===== src/rtl/ds1124_pkg.sv =====
// Shared definitions for the DS1124 3-wire interface: data width, settle time,
// state encoding and the settle-cycle calculation used by driver and target.
package ds1124_pkg;

    localparam int DS1124_DATA_W    = 8;
    localparam int DS1124_SETTLE_US = 50;

    typedef enum logic [1:0] {
        ST_IDLE,
        ST_FRAME,
        ST_SETTLE
    } state_t;

    function automatic int settle_cycles(input int freq, input int us);
        return (freq / 1_000_000) * us;
    endfunction

endpackage


===== src/rtl/ds1124_sync_edge.sv =====
// Multi-stage synchronizer for one asynchronous serial line, with rise/fall
// detection against the previous synchronized value. STAGES must be >= 2.
module ds1124_sync_edge #(
    parameter int STAGES = 2
) (
    input  logic clk,
    input  logic rst,
    input  logic din,
    output logic level,
    output logic rise,
    output logic fall
);

    logic [STAGES-1:0] sync_q;
    logic              prev_q;

    always_ff @(posedge clk) begin
        if (rst) begin
            sync_q <= '0;
            prev_q <= 1'b0;
        end else begin
            sync_q <= {sync_q[STAGES-2:0], din};
            prev_q <= sync_q[STAGES-1];
        end
    end

    assign level = sync_q[STAGES-1];
    assign rise  = sync_q[STAGES-1] & ~prev_q;
    assign fall  = ~sync_q[STAGES-1] & prev_q;

endmodule


===== src/rtl/ds1124_target.sv =====
// DS1124 serial responder: shifts a frame in while E is high, drives Q from the
// shift register MSB, latches the delay code on E falling and times settling.
module ds1124_target
    import ds1124_pkg::*;
#(
    parameter int                       SYS_CLK_FREQ   = 100_000_000,
    parameter int                       SETTLE_TIME_US = DS1124_SETTLE_US,
    parameter int                       SYNC_STAGES    = 2,
    parameter logic [DS1124_DATA_W-1:0] INIT_CODE      = 8'h00
) (
    input  logic                     clk,
    input  logic                     rst,
    input  logic                     ds1124_clk,
    input  logic                     ds1124_d,
    input  logic                     ds1124_e,
    output logic                     ds1124_q,
    output logic [DS1124_DATA_W-1:0] delay_code,
    output logic                     code_update,
    output logic                     settling,
    output logic                     frame_err
);

    localparam int SETTLE_CYCLES = settle_cycles(SYS_CLK_FREQ, SETTLE_TIME_US);
    localparam int CNT_W         = $clog2(SETTLE_CYCLES + 1);
    localparam int ARM_W         = $clog2(SYNC_STAGES + 2);
    localparam int DW            = DS1124_DATA_W;

    logic clk_level, clk_rise, clk_fall;
    logic d_level, d_rise, d_fall;
    logic e_level, e_rise, e_fall;
    logic unused_edges;

    ds1124_sync_edge #(.STAGES(SYNC_STAGES)) u_sync_clk (
        .clk(clk), .rst(rst), .din(ds1124_clk),
        .level(clk_level), .rise(clk_rise), .fall(clk_fall)
    );

    ds1124_sync_edge #(.STAGES(SYNC_STAGES)) u_sync_d (
        .clk(clk), .rst(rst), .din(ds1124_d),
        .level(d_level), .rise(d_rise), .fall(d_fall)
    );

    ds1124_sync_edge #(.STAGES(SYNC_STAGES)) u_sync_e (
        .clk(clk), .rst(rst), .din(ds1124_e),
        .level(e_level), .rise(e_rise), .fall(e_fall)
    );

    assign unused_edges = ^{clk_level, clk_fall, d_rise, d_fall, e_level};

    state_t           state_q, state_d;
    logic [DW-1:0]    shift_q, shift_d;
    logic [DW-1:0]    code_q, code_d;
    logic [3:0]       bit_cnt_q, bit_cnt_d;
    logic [CNT_W-1:0] cnt_q, cnt_d;
    logic [ARM_W-1:0] arm_q, arm_d;
    logic             settling_q, settling_d;
    logic             upd_q, upd_d;
    logic             err_q, err_d;
    logic             q_q;
    logic [DW-1:0]    shift_next;
    logic [3:0]       bit_cnt_next;
    logic             armed;

    always_ff @(posedge clk) begin
        if (rst) begin
            state_q    <= ST_IDLE;
            shift_q    <= INIT_CODE;
            code_q     <= INIT_CODE;
            bit_cnt_q  <= '0;
            cnt_q      <= '0;
            arm_q      <= ARM_W'(SYNC_STAGES + 1);
            settling_q <= 1'b0;
            upd_q      <= 1'b0;
            err_q      <= 1'b0;
            q_q        <= INIT_CODE[DW-1];
        end else begin
            state_q    <= state_d;
            shift_q    <= shift_d;
            code_q     <= code_d;
            bit_cnt_q  <= bit_cnt_d;
            cnt_q      <= cnt_d;
            arm_q      <= arm_d;
            settling_q <= settling_d;
            upd_q      <= upd_d;
            err_q      <= err_d;
            q_q        <= shift_q[DW-1];
        end
    end

    // Edges seen while the cleared synchronizers refill after reset are
    // spurious (E may still be high from an aborted frame), so they are masked.
    always_comb begin
        state_d      = state_q;
        shift_d      = shift_q;
        code_d       = code_q;
        bit_cnt_d    = bit_cnt_q;
        cnt_d        = cnt_q;
        settling_d   = settling_q;
        upd_d        = 1'b0;
        err_d        = 1'b0;
        armed        = (arm_q == '0);
        arm_d        = armed ? arm_q : arm_q - 1'b1;
        shift_next   = shift_q;
        bit_cnt_next = bit_cnt_q;

        if (settling_q) begin
            if (cnt_q == '0) begin
                settling_d = 1'b0;
            end else begin
                cnt_d = cnt_q - 1'b1;
            end
        end

        case (state_q)
            ST_IDLE, ST_SETTLE: begin
                if (armed && e_rise) begin
                    state_d   = ST_FRAME;
                    shift_d   = code_q;
                    bit_cnt_d = '0;
                end else if (state_q == ST_SETTLE && !settling_q) begin
                    state_d = ST_IDLE;
                end
            end
            ST_FRAME: begin
                if (clk_rise) begin
                    shift_next   = {shift_q[DW-2:0], d_level};
                    bit_cnt_next = (bit_cnt_q == 4'd15) ? 4'd15 : bit_cnt_q + 4'd1;
                end
                shift_d   = shift_next;
                bit_cnt_d = bit_cnt_next;
                // The latch sees the shift applied in this same cycle.
                if (e_fall) begin
                    state_d    = ST_SETTLE;
                    code_d     = shift_next;
                    upd_d      = 1'b1;
                    err_d      = (bit_cnt_next != 4'd8);
                    settling_d = 1'b1;
                    cnt_d      = CNT_W'(SETTLE_CYCLES - 1);
                end
            end
            default: state_d = ST_IDLE;
        endcase
    end

    assign ds1124_q    = q_q;
    assign delay_code  = code_q;
    assign code_update = upd_q;
    assign settling    = settling_q;
    assign frame_err   = err_q;

endmodule


===== config.mk =====
export PLATFORM = sky130hd
export DESIGN_NAME = ds1124_target
export DESIGN_NICKNAME = d
export VERILOG_FILES = /design/src/rtl/ds1124_pkg.sv /design/src/rtl/ds1124_sync_edge.sv /design/src/rtl/ds1124_target.sv
export SDC_FILE = /design/constraint.sdc
export NUM_CORES = 1
export LEC_CHECK = 0
export CAP_MARGIN = 20
export CORE_ASPECT_RATIO = 0.8
export CORE_UTILIZATION = 40
export CTS_CLUSTER_SIZE = 24
export DETAILED_ROUTE_END_ITERATION = 7
export DONT_BUFFER_PORTS = 1
export PLACE_DENSITY = 0.51
export SLEW_MARGIN = 15
export SYNTH_ARGS = -nofsm -noshare
export SYNTH_HDL_FRONTEND = slang
export SYNTH_SLANG_ARGS = --single-unit

===== constraint.sdc =====
create_clock -name clk -period 3.99 [get_ports clk]
set_input_delay 0.9975 -clock clk [delete_from_list [all_inputs] [get_ports clk]]
set_output_delay 0.9975 -clock clk [all_outputs]
set_load 0.1 [all_outputs]

Word-level counts from Yosys, hierarchy flattened
Index checks and enable logic that the tools add are counted.
{"block": "totals", "elab_cells": 67, "regBits": 49, "out_inout_bits": 12, "input_bits": 5}
{"block": "classes", "bitwise": 8, "add_sub_neg": 3, "n_mux": 21, "n_reduce_logical": 13, "eq_ne": 7}
{"operator": "$mux 13", "count": 4}
{"operator": "$mux 4", "count": 4}
{"operator": "$mux 8", "count": 2}
{"operator": "$pmux 8 s2", "count": 1}
{"operator": "$logic_not 13->1", "count": 1}
{"operator": "$sub 13x1->13 const B", "count": 1}
{"operator": "$pmux 4 s2", "count": 1}
{"operator": "$mux 2", "count": 3}
{"operator": "$reduce_and 2->1", "count": 3}
{"operator": "$mux 1", "count": 5}
{"operator": "$not 1->1", "count": 5}
{"operator": "$add 4x1->4 const B", "count": 1}
{"operator": "$eq 4x4->1 const B", "count": 1}
{"operator": "$logic_not 2->1", "count": 2}
{"operator": "$ne 2x2->1 const B", "count": 2}
{"operator": "$ne 4x4->1 const B", "count": 1}
{"operator": "$pmux 2 s2", "count": 1}
{"operator": "$reduce_or 2->1", "count": 2}
{"operator": "$and 1x1->1", "count": 3}
{"operator": "$ne 3x3->1 const B", "count": 1}
{"operator": "$reduce_or 3->1", "count": 1}
{"operator": "$eq 2x1->1 const B", "count": 1}
{"operator": "$eq 2x2->1 const B", "count": 1}
{"operator": "$logic_and 1x1->1", "count": 2}
{"operator": "3 further kinds", "count": 3}

Logic depth before layout (Yosys ltp)
Gate-level depths: netlist of run 1.
{"block": "logic_depth", "word_depth": 5, "ltp_mapped": 7, "ltp_nobuf": 7}

Modules after synthesis
From an unflattened synthesis of run 1, not the netlist that was laid out.
{"block": "unflattened", "hier_cells": 243, "hier_area_um2": 2255.9}
{"module": "ds1124_target", "instances": 1, "cells_per_inst": 219, "seq_area_each_um2": 820.8, "area_each_um2": 1981.9}
{"module": "ds1124_sync_edge", "instances": 3, "cells_per_inst": 8, "seq_area_each_um2": 60.1, "area_each_um2": 91.3}

Least setup slack after synthesis of run 1
OpenSTA, ideal clock, no wires.
{"block": "synth_path", "kind": "flip-flop to flip-flop", "from": "register settling_q (netlist: settling)", "to": "register cnt_q[8]", "period_less_slack_ns": 2.259, "setup_ns": 0.074, "stages_incl_launch_ff": 6, "arrival_time_ns": 2.185, "n_path_buf": 1, "setup_slack_ns": 1.731, "required_time_ns": 3.916, "path_cell_list": "dfxtp_1 -> clkbuf_1 -> nand3_1 -> o21bai_2 -> or4_1 -> a31oi_1"}
{"block": "synth_via", "elab_chain_len": 3}
{"element": "start, declared", "line": "ds1124_target.sv:56", "rtl": "logic settling_q, settling_d;"}
{"element": "start signal, assigned", "line": "ds1124_target.sv:83", "rtl": "settling_q <= settling_d;"}
{"element": "$mux 13 *", "line": "ds1124_target.sv:106", "rtl": "if (settling_q) begin"}
{"element": "$mux 13", "line": "ds1124_target.sv:132", "rtl": "if (e_fall) begin"}
{"element": "$mux 13 *", "line": "ds1124_target.sv:114", "rtl": "case (state_q)"}
{"element": "end signal, assigned", "line": "ds1124_target.sv:81", "rtl": "cnt_q <= cnt_d;"}
{"element": "end, declared", "line": "ds1124_target.sv:54", "rtl": "logic [CNT_W-1:0] cnt_q, cnt_d;"}
Mark *: on every way between the ends. The rest lies on a longest branch, timed or not.
A chain may end at the register's enable or synchronous reset.

Worst setup path in the final report of run 1
{"block": "layout_path", "from": "register code_q[1] (netlist: delay_code[1])", "to": "output port delay_code[1]"}
{"element": "start, declared", "line": "ds1124_target.sv:52", "rtl": "logic [DW-1:0] code_q, code_d;"}
{"element": "start signal, assigned", "line": "ds1124_target.sv:79", "rtl": "code_q <= code_d;"}
{"element": "end, declared", "line": "ds1124_target.sv:17", "rtl": "output logic [DS1124_DATA_W-1:0] delay_code,"}
No word-level cell between the ends.

==> results.toml, run 1 <==
[run_status]
status = "complete, no violations"

[synth]
yosysSeqAreaShare_pct = 46.8
postSynthNetCount = 251
syn_inst = 242
synthTopCellsByArea = "dfxtp_1 47%, nor2_1 5.6%, nand2_1 5.2%"
avgSynthCellArea_um2 = 8.65
synth-edff-count = 0
ys_top_cells_by_count = "49 x dfxtp_1, 31 x nor2_1, 29 x nand2_1"
synth_area_leader_cell = "dfxtp_1"
synth.most_common_cell = "dfxtp_1"
synth.cell_area_um2 = 2090
ys.flop_type = "dfxtp_1"
async_reset_ff_share_pct = 0
post-synth-top-area-fraction_pct = 46.8
synth_warnings = 0
ys_ff_latch = 49
ys_types = 39

[grt]
grt_max_degree = 45
track_usage_pct = 16.0
grt_overflow = 0
antenna_found_initial = 0
grt_pass1_wl_um = 6940
first_global_vias = 1413

[routing]
first_pass_iters = 4
wl_per_cell_um = 13.6
antenna_left = 0
vias = 1625
drt_wl_total_um = 4110
drcViolationCount = 0
drtIter0Drc = 117
via_per_inst = 5.38

[clock_tree]
h-tree-depth = 2
cts_tree = "yes"
insertion_delay_ps = 310
clkTransAtPathRegs_ps = 90
cts_buffer_depth = 2
cts_root_buf = "clkbuf_8"
holdBufCountCts = 0
numCtsBuffers = 5
cts_resized = 0
post_cts_buffers = 0
clock-sinks = 49

[critical_path]
worstReg2RegEnd = "cnt_q[8]"
crit_arrival_ps = 1320
path_class = "reg -> out"
reg2reg_from = "settling"
r2r_cells = 4
rrSetupSlack_ps = 1880
cp-end-kind = "output pin"
start_kind = "flip-flop"
crit_fanout = 3
cp.required_ps = 2990

[finish]
antenna_cells = 0
nNetsFinal = 248
seq_area_um2 = 981
multi_input_area_um2 = 1030
area_growth_pct = 7.05
drive_gt1_share_pct = 7.50
final_core_util_pct = 44.5
fill_cells = 491

[sta]
relSlewSlack_pct = 31.3
maxSlewViolCount = 0
min_period_ps = 2310
rsz0062_at_grt = "no"
fmax_mhz = 432
final-setup-viol-count = 0
hold_violations = 0
setup_tns_ps = 0
worst-slew-pin-transition_ps = 1030
skew_ps = 9.38
hold_ws_ps = 442
period_share_pct = 58.0

[floorplanning]
die_x_um = 82.9
coreArea_um2 = 5040
io_pins = 17
start_util_pct = 41.6
die_area_um2 = 5530
rows = 23
dieHeight_um = 66.7

[hold_path]
worstHoldPathType = "reg -> reg"
min_to = "u_sync_d.sync_q[1]"
min-delay-start = "u_sync_d.sync_q[0]"
hold_path_depth = 1

[pwr]
power.total_uw = 839
p_leak_nw = 0.743
vdd.ir_drop.worst_mv = 0.203
power_density_nw_per_um2 = 374

[place]
dp_hpwl_um = 2620
port_buffers = 0
finalWeightedCongestion = 0.700

[job]
max_cap_viol_count = 0
[final cells by class]
| class | instances | share of cell area, % |
|---|---|---|
| inverter | 7 | 1.17 |
| timing repair buffer | 4 | 1.51 |
| clock buffer | 6 | 3.68 |
| multi-input combinational | 172 | 45.8 |
| tap | 62 | 3.46 |
| sequential | 49 | 43.8 |
| clock inverter | 2 | 0.614 |
[cell usage in the layout (no fill, tap or decap), types with 2 or more instances in the layout]
| cell type | instances |
|---|---|
| a2111oi_0 | 2 |
| a21oi_1 | 20 |
| a22oi_1 | 8 |
| a311oi_1 | 9 |
| a31oi_1 | 3 |
| buf_4 | 3 |
| clkbuf_8 | 6 |
| dfxtp_1 | 49 |
| ha_1 | 4 |
| inv_1 | 7 |
| mux2i_1 | 2 |
| nand2_1 | 29 |
| nand2b_1 | 6 |
| nand3_1 | 3 |
| nor2_1 | 31 |
| nor2b_1 | 9 |
| nor3_1 | 6 |
| o2111ai_1 | 2 |
| o211ai_1 | 2 |
| o21ai_0 | 6 |
| o31ai_1 | 2 |
| or3_1 | 3 |
| or4_1 | 2 |
| xnor2_1 | 2 |
| xor2_1 | 7 |
[power by group]
group / internal [mW] / switching, mW
sequential: 0.497 / 0.00433
clock: 0.141 / 0.169
combinational: 0.0127 / 0.0153
total: 0.650 / 0.189
[through the flow]
stage          cells  setup slack, ps  cell area (µm²)
4_1_cts          301             1660             2230
5_1_grt          302             1620             2240
3_5_place_dp     293             1890             2130
3_3_place_gp     293             1870             2130
2_1_floorplan    242             1730             2090
6_report         302             1680             2240
[state kept, by name (all words and copies together), names as in the netlist, 2 cells and up]
name and count:
u_sync_d.sync_q 2, shift_q 8, u_sync_e.sync_q 2, arm_q 2
cnt_q 13, u_sync_clk.sync_q 2, state_q 2, bit_cnt_q 4
delay_code 8
[layer usage]
metal / up-vias / share of wire (%) / global-route usage (%)
met4: 0 / 1.1 / 5.82
met3: 4 / 3.7 / 4.46
met2: 32 / 39 / 22.5
met5: - / 0 / 0
met1: 747 / 56 / 22.9
li1: 842 / - / -
[worst max-delay path by stage]
stage,from,to,slack [ps],cells past startpoint
finish,delay_code[1],delay_code[1],1680,0
detailed placement,settling,cnt_q[8],1890,4
floorplan,settling,cnt_q[8],1730,5
CTS,delay_code[1],delay_code[1],1660,0
global placement,settling,cnt_q[8],1870,4
global route,delay_code[1],delay_code[1],1620,0
[kinds of logic after synthesis]
family / Yosys count / synth area share [%]
xor gates and xnor gates: 9 / 3.76
adders and majority gates: 4 / 2.39
DFF: 49 / 46.8
buffers and inverters: 21 / 4.12
AOI/OAI and AO/OA: 59 / 19.4
and+or+nand+nor: 98 / 22.6
muxes: 2 / 0.956
Power figures use the tool's default switching activity.
==> run 2, diff against run 1 <==
- PLACE_DENSITY: 0.51 -> 0.53
- clock period: 3.99 -> 1.9 ns (I/O delays scaled with it)
==> results.toml, run 2 (synthesized netlist as in run 1, its figures left out) <==
[pwr]
p_leak_nw = 0.892
p_clk_share_pct = 41.4
internal_power_mw = 1.50
combPwrFrac_pct = 3.3
power_density_nw_per_um2 = 756
pwr-share-seq_pct = 55.4
netSwitchingFraction_pct = 20.8
switchingPower_uw = 394
vdd.ir_drop.worst_mv = 0.532

[critical_path]
cp-end-kind = "flip-flop"
cp.required_ps = 2080
start_kind = "flip-flop"
path_class = "reg -> reg"
crit_fanout = 6
rrSetupSlack_ps = 50
crit_arrival_ps = 2030

[clock_tree]
insertion_delay_ps = 300
post_cts_buffers = 0
clkTransAtPathRegs_ps = 90
cts_tree = "yes"
clock-sinks = 49
cts_root_buf = "clkbuf_8"
holdBufCountCts = 0
cts_buffer_depth = 2
numCtsBuffers = 5
h-tree-depth = 2

[floorplanning]
dieHeight_um = 66.7
io_pins = 17
start_util_pct = 41.6
rows = 23
coreArea_um2 = 5040
die_area_um2 = 5530
die_x_um = 82.9

[finish]
final_area_um2 = 2510
antenna_cells = 0
fill_cells = 475
nNetsFinal = 275
top_register = "cnt_q"
layout_commonest_cell = "dfxtp_1"
final_cell_mix = "47 x dfxtp_1, 31 x nor2_1, 30 x buf_4, 29 x nand2_1, 20 x a21oi_1"
drive_gt1_share_pct = 19.5
area_growth_pct = 19.7
final_cell_count_no_fill = 329
largest_register_ffs = 13

[sta]
min_period_ps = 1850
maxSlewViolCount = 0
final-setup-viol-count = 0
period_share_pct = 97.3
skew_ps = 5.38
worst-slew-pin-transition_ps = 577
relSlewSlack_pct = 61.4
hold_violations = 0
rsz0062_at_grt = "yes"
fmax_mhz = 541

[routing]
drcViolationCount = 0
vias = 1691
drtIter0Drc = 77
drt_wl_total_um = 4470
wl_met2_um = 1710
antenna_left = 0
m1WireLength_um = 2510
wl_met3_um = 187
top_layer_used = "met4"
first_pass_iters = 5
wl_per_cell_um = 13.6
via_per_inst = 5.14

[place]
port_buffers = 0
dp_cells = 320
place_area_um2 = 2350
dp_hpwl_um = 2940
finalWeightedCongestion = 0.762

[grt]
grt_max_degree = 45
grt_overflow = 0
first_global_vias = 1449
track_usage_pct = 17.2
antenna_found_initial = 0
grt_pass1_wl_um = 7380

[hold_path]
worstHoldPathType = "in -> reg"

[job]
max_cap_viol_count = 0

[run_status]
status = "complete, no violations"
## run 2: changes by cell type in the layout (fill, tap and decap cells not counted), sizes merged
cell / previous run / this run
or3: 3 / 4
bufinv: 0 / 1
clkinv: 2 / 0
buf: 4 / 30
inv: 7 / 8
## run 2: what timing repair did
action | CTS | global route
pin swaps | 0 | 3
resized for setup | 3 | 5
setup endpoints to repair | 13 | 13
hold endpoints to repair | 0 | 0
gates cloned | 0 | 1
## run 2: worst max-delay path, stage by stage (launching register included)
cell and delay [ps]:
dfxtp_2 330, or4_4 560, or3_4 390, o21ai_4 220
xnor2_1 140, a21oi_1 80
## run 2: worst paths after layout
| kind | depth (start not counted) | startpoint | end |
|---|---|---|---|
| min | 1 | rst | cnt_q[12] |
| max | 5 | cnt_q[6] | cnt_q[0] |
| max reg2reg | 5 | cnt_q[6] | cnt_q[0] |
| min reg2reg | 1 | u_sync_d.sync_q[0] | u_sync_d.sync_q[1] |
## run 2: metal layers
metal  track usage [%]  vias up
li1                  -      896
met2              22.5       31
met4              7.11        0
met1              26.3      758
met3              3.72        6
met5                 0        -
## run 2: final cells by class
| class | instances | area [µm²] | area share (%) |
|---|---|---|---|
| clock inverters | 2 | 36.3 | 1.45 |
| clock buffers | 6 | 82.6 | 3.30 |
| well taps | 62 | 77.6 | 3.10 |
| inverters | 7 | 26.3 | 1.05 |
| flip-flops and latches | 49 | 986 | 39.3 |
| multi-input cells | 173 | 1070 | 42.8 |
| repair buffers | 30 | 225 | 8.99 |
## run 2: metrics by stage
stage          hold WS [ps]  util, %  TNS (ps)  worst slack (ps)  power (mW)
2_1_floorplan           414        -         0              18.0        1.13
3_3_place_gp            416     46.6      -430             -70.4        1.13
3_5_place_dp            426     46.6      -751              -115        1.14
4_1_cts                 216     49.2         0              8.29        1.92
5_1_grt                 218     49.8      -150             -35.3        1.96
6_report                232     49.8         0              51.5        1.89
## run 2: power by group through the flow
| stage | Sequential, mW | Combinational (mW) | Clock, mW |
|---|---|---|---|
| 6_report | 1.05 | 0.0617 | 0.783 |
| 5_1_grt | 1.05 | 0.0707 | 0.838 |
| 4_1_cts | 1.05 | 0.0627 | 0.807 |
| 3_5_place_dp | 1.07 | 0.0623 | 0 |
| 3_3_place_gp | 1.07 | 0.0611 | 0 |
| 2_1_floorplan | 1.07 | 0.0594 | 0 |
==> run 3, diff against run 2 <==
- ABC_AREA: unset -> 1
- CORE_UTILIZATION: 40 -> 30
- PLACE_DENSITY: 0.53 -> 0.42
==> results.toml, run 3 <==
[synth]
syn_inst = 317
ys_ff_latch = 49
ys_top_cells_by_count = "91 x nand2_1, 49 x dfxtp_1, 32 x nor2_1"
yosysSeqAreaShare_pct = 42.3
postSynthNetCount = 326
synthTopCellsByArea = "dfxtp_1 42%, nand2_1 15%, nand3_1 5.2%"
avgSynthCellArea_um2 = 7.31
synth_area_leader_cell = "dfxtp_1"
synth-edff-count = 0
ys.flop_type = "dfxtp_1"
post-synth-top-area-fraction_pct = 42.3
async_reset_ff_share_pct = 0
synth.cell_area_um2 = 2320
synth.most_common_cell = "nand2_1"
synth_warnings = 0
ys_types = 33

[grt]
grt.busiest_layer = "met1"
antenna_found_initial = 0
use_met2_pct = 19.8
use_met3_pct = 3.39
track_usage_pct = 14.5
grt_pass1_wl_um = 8940
first_global_vias = 1752
use_met1_pct = 21.7
grt_max_degree = 31
grt_overflow = 0

[finish]
final_cell_mix = "91 x nand2_1, 49 x dfxtp_1, 32 x nor2_1, 28 x inv_1, 24 x nand3_1"
top_register = "cnt_q"
drive_gt1_share_pct = 14.1
layout_commonest_cell = "nand2_1"
final_area_um2 = 2630
fill_cells = 837
antenna_cells = 0
area_growth_pct = 13.5
final_core_util_pct = 35.4
nNetsFinal = 342
largest_register_ffs = 13
seq_area_um2 = 981
multi_input_area_um2 = 1160
final_cell_count_no_fill = 439

[place]
dp_hpwl_um = 3710
place_area_um2 = 2530
dp_slack_ps = 382
finalWeightedCongestion = 0.784
port_buffers = 0
dp_cells = 431

[pwr]
p_leak_nw = 1.19
vdd.ir_drop.worst_mv = 0.320
power_density_nw_per_um2 = 673
power.total_mw = 1.77

[critical_path]
crit_fanout = 6
crit_chain = "inv_1 > ha_1 > nand3_2 > nor2_2 > buf_4 > nand2_1 > a31oi_1"
r2r_cells = 7
cp.required_ps = 2130
cp-end-kind = "flip-flop"
start_kind = "flip-flop"
critPathTopFamily = "simple AND/OR/NAND/NOR gates"
crit_arrival_ps = 1770
reg2reg_from = "arm_q[0]"
worstReg2RegEnd = "shift_q[6]"
crit_slowest_cell = "dfxtp_1"
rrSetupSlack_ps = 360
path_class = "reg -> reg"
critical-path-max-stage-delay_ps = 330
path_buf_inv = 2

[clock_tree]
cts_tree = "yes"
cts_root_buf = "clkbuf_8"
post_cts_buffers = 0
insertion_delay_ps = 300
cts_resized = 0
cts_buffer_depth = 2
h-tree-depth = 2
clkTransAtPathRegs_ps = 90
numCtsBuffers = 5
holdBufCountCts = 0
clock-sinks = 49

[hold_path]
hold_path_depth = 1
worstHoldPathType = "in -> reg"
min-delay-start = "rst"
min_to = "bit_cnt_q[3]"

[sta]
hold_ws_ps = 233
final-setup-viol-count = 0
skew_ps = 7.91
worst_slack_ps = 364
min_period_ps = 1540
worst-slew-pin-transition_ps = 376
fmax_mhz = 651
hold_violations = 0
rsz0062_at_grt = "no"
relSlewSlack_pct = 74.9
maxSlewViolCount = 0
setup_tns_ps = 0
period_share_pct = 80.9

[routing]
drt_wl_total_um = 5280
vias = 1921
first_pass_iters = 4
wl_per_cell_um = 12.0
via_per_inst = 4.38
antenna_left = 0
drcViolationCount = 0
drtIter0Drc = 91

[floorplanning]
rows = 28
die_x_um = 100
coreArea_um2 = 7430
die_area_um2 = 8080
io_pins = 17
dieHeight_um = 80.6
start_util_pct = 31.2

[run_status]
status = "complete, no violations"

[job]
max_cap_viol_count = 0
run 3: cell count changes in the layout (fill, tap and decap cells not counted), sizes merged, moves of 8 or more:
cell	previous run	this run
a22oi	8	0
a311oi	9	0
buf	30	17
inv	8	34
nand2	29	93
nand3	3	25
nor2	31	40
nor2b	9	0
o21ai	7	17
run 3: cell families (layout without fill, tap and decap cells):
family | Yosys count | after routing | synth area share (%)
flip-flops | 49 | 49 | 42.3
AO/OA/AOI/OAI | 45 | 45 | 11.8
buffers and inverters | 42 | 59 | 7.56
adder cells (fa/ha/maj) | 4 | 4 | 2.16
XOR/XNOR | 5 | 5 | 1.89
AND/OR/NAND/NOR | 172 | 172 | 34.3
run 3: cell type report:
type | instances | share of cell area (%)
clock buffer | 6 | 3.14
multi-input combinational | 226 | 44.1
tap | 105 | 5.00
sequential | 49 | 37.3
timing repair buffer | 17 | 4.85
clock inverter | 2 | 0.523
inverter | 34 | 5.04
run 3: worst max-delay path by stage:
stage                   from          to  cells past startpoint
floorplan           settling    cnt_q[7]                      6
global placement    arm_q[0]  shift_q[5]                      7
detailed placement  arm_q[0]  shift_q[7]                      8
CTS                 arm_q[0]  shift_q[5]                      7
global route        cnt_q[0]    cnt_q[4]                     10
finish              arm_q[0]  shift_q[6]                      7
run 3: routing by layer:
layer / vias to the layer above / routed length, µm / part of all wire (%)
li1: 1049 / - / -
met1: 840 / 2910 / 55
met2: 27 / 2120 / 40
met3: 5 / 198 / 3.7
met4: 0 / 57 / 1.1
met5: - / 0 / 0
run 3: power breakdown:
part           switching [mW]  internal, mW  leakage [nW]
clock network           0.354         0.296        0.0512
registers             0.00798          1.04         0.397
logic                  0.0454        0.0230         0.746
total                   0.408          1.36          1.19
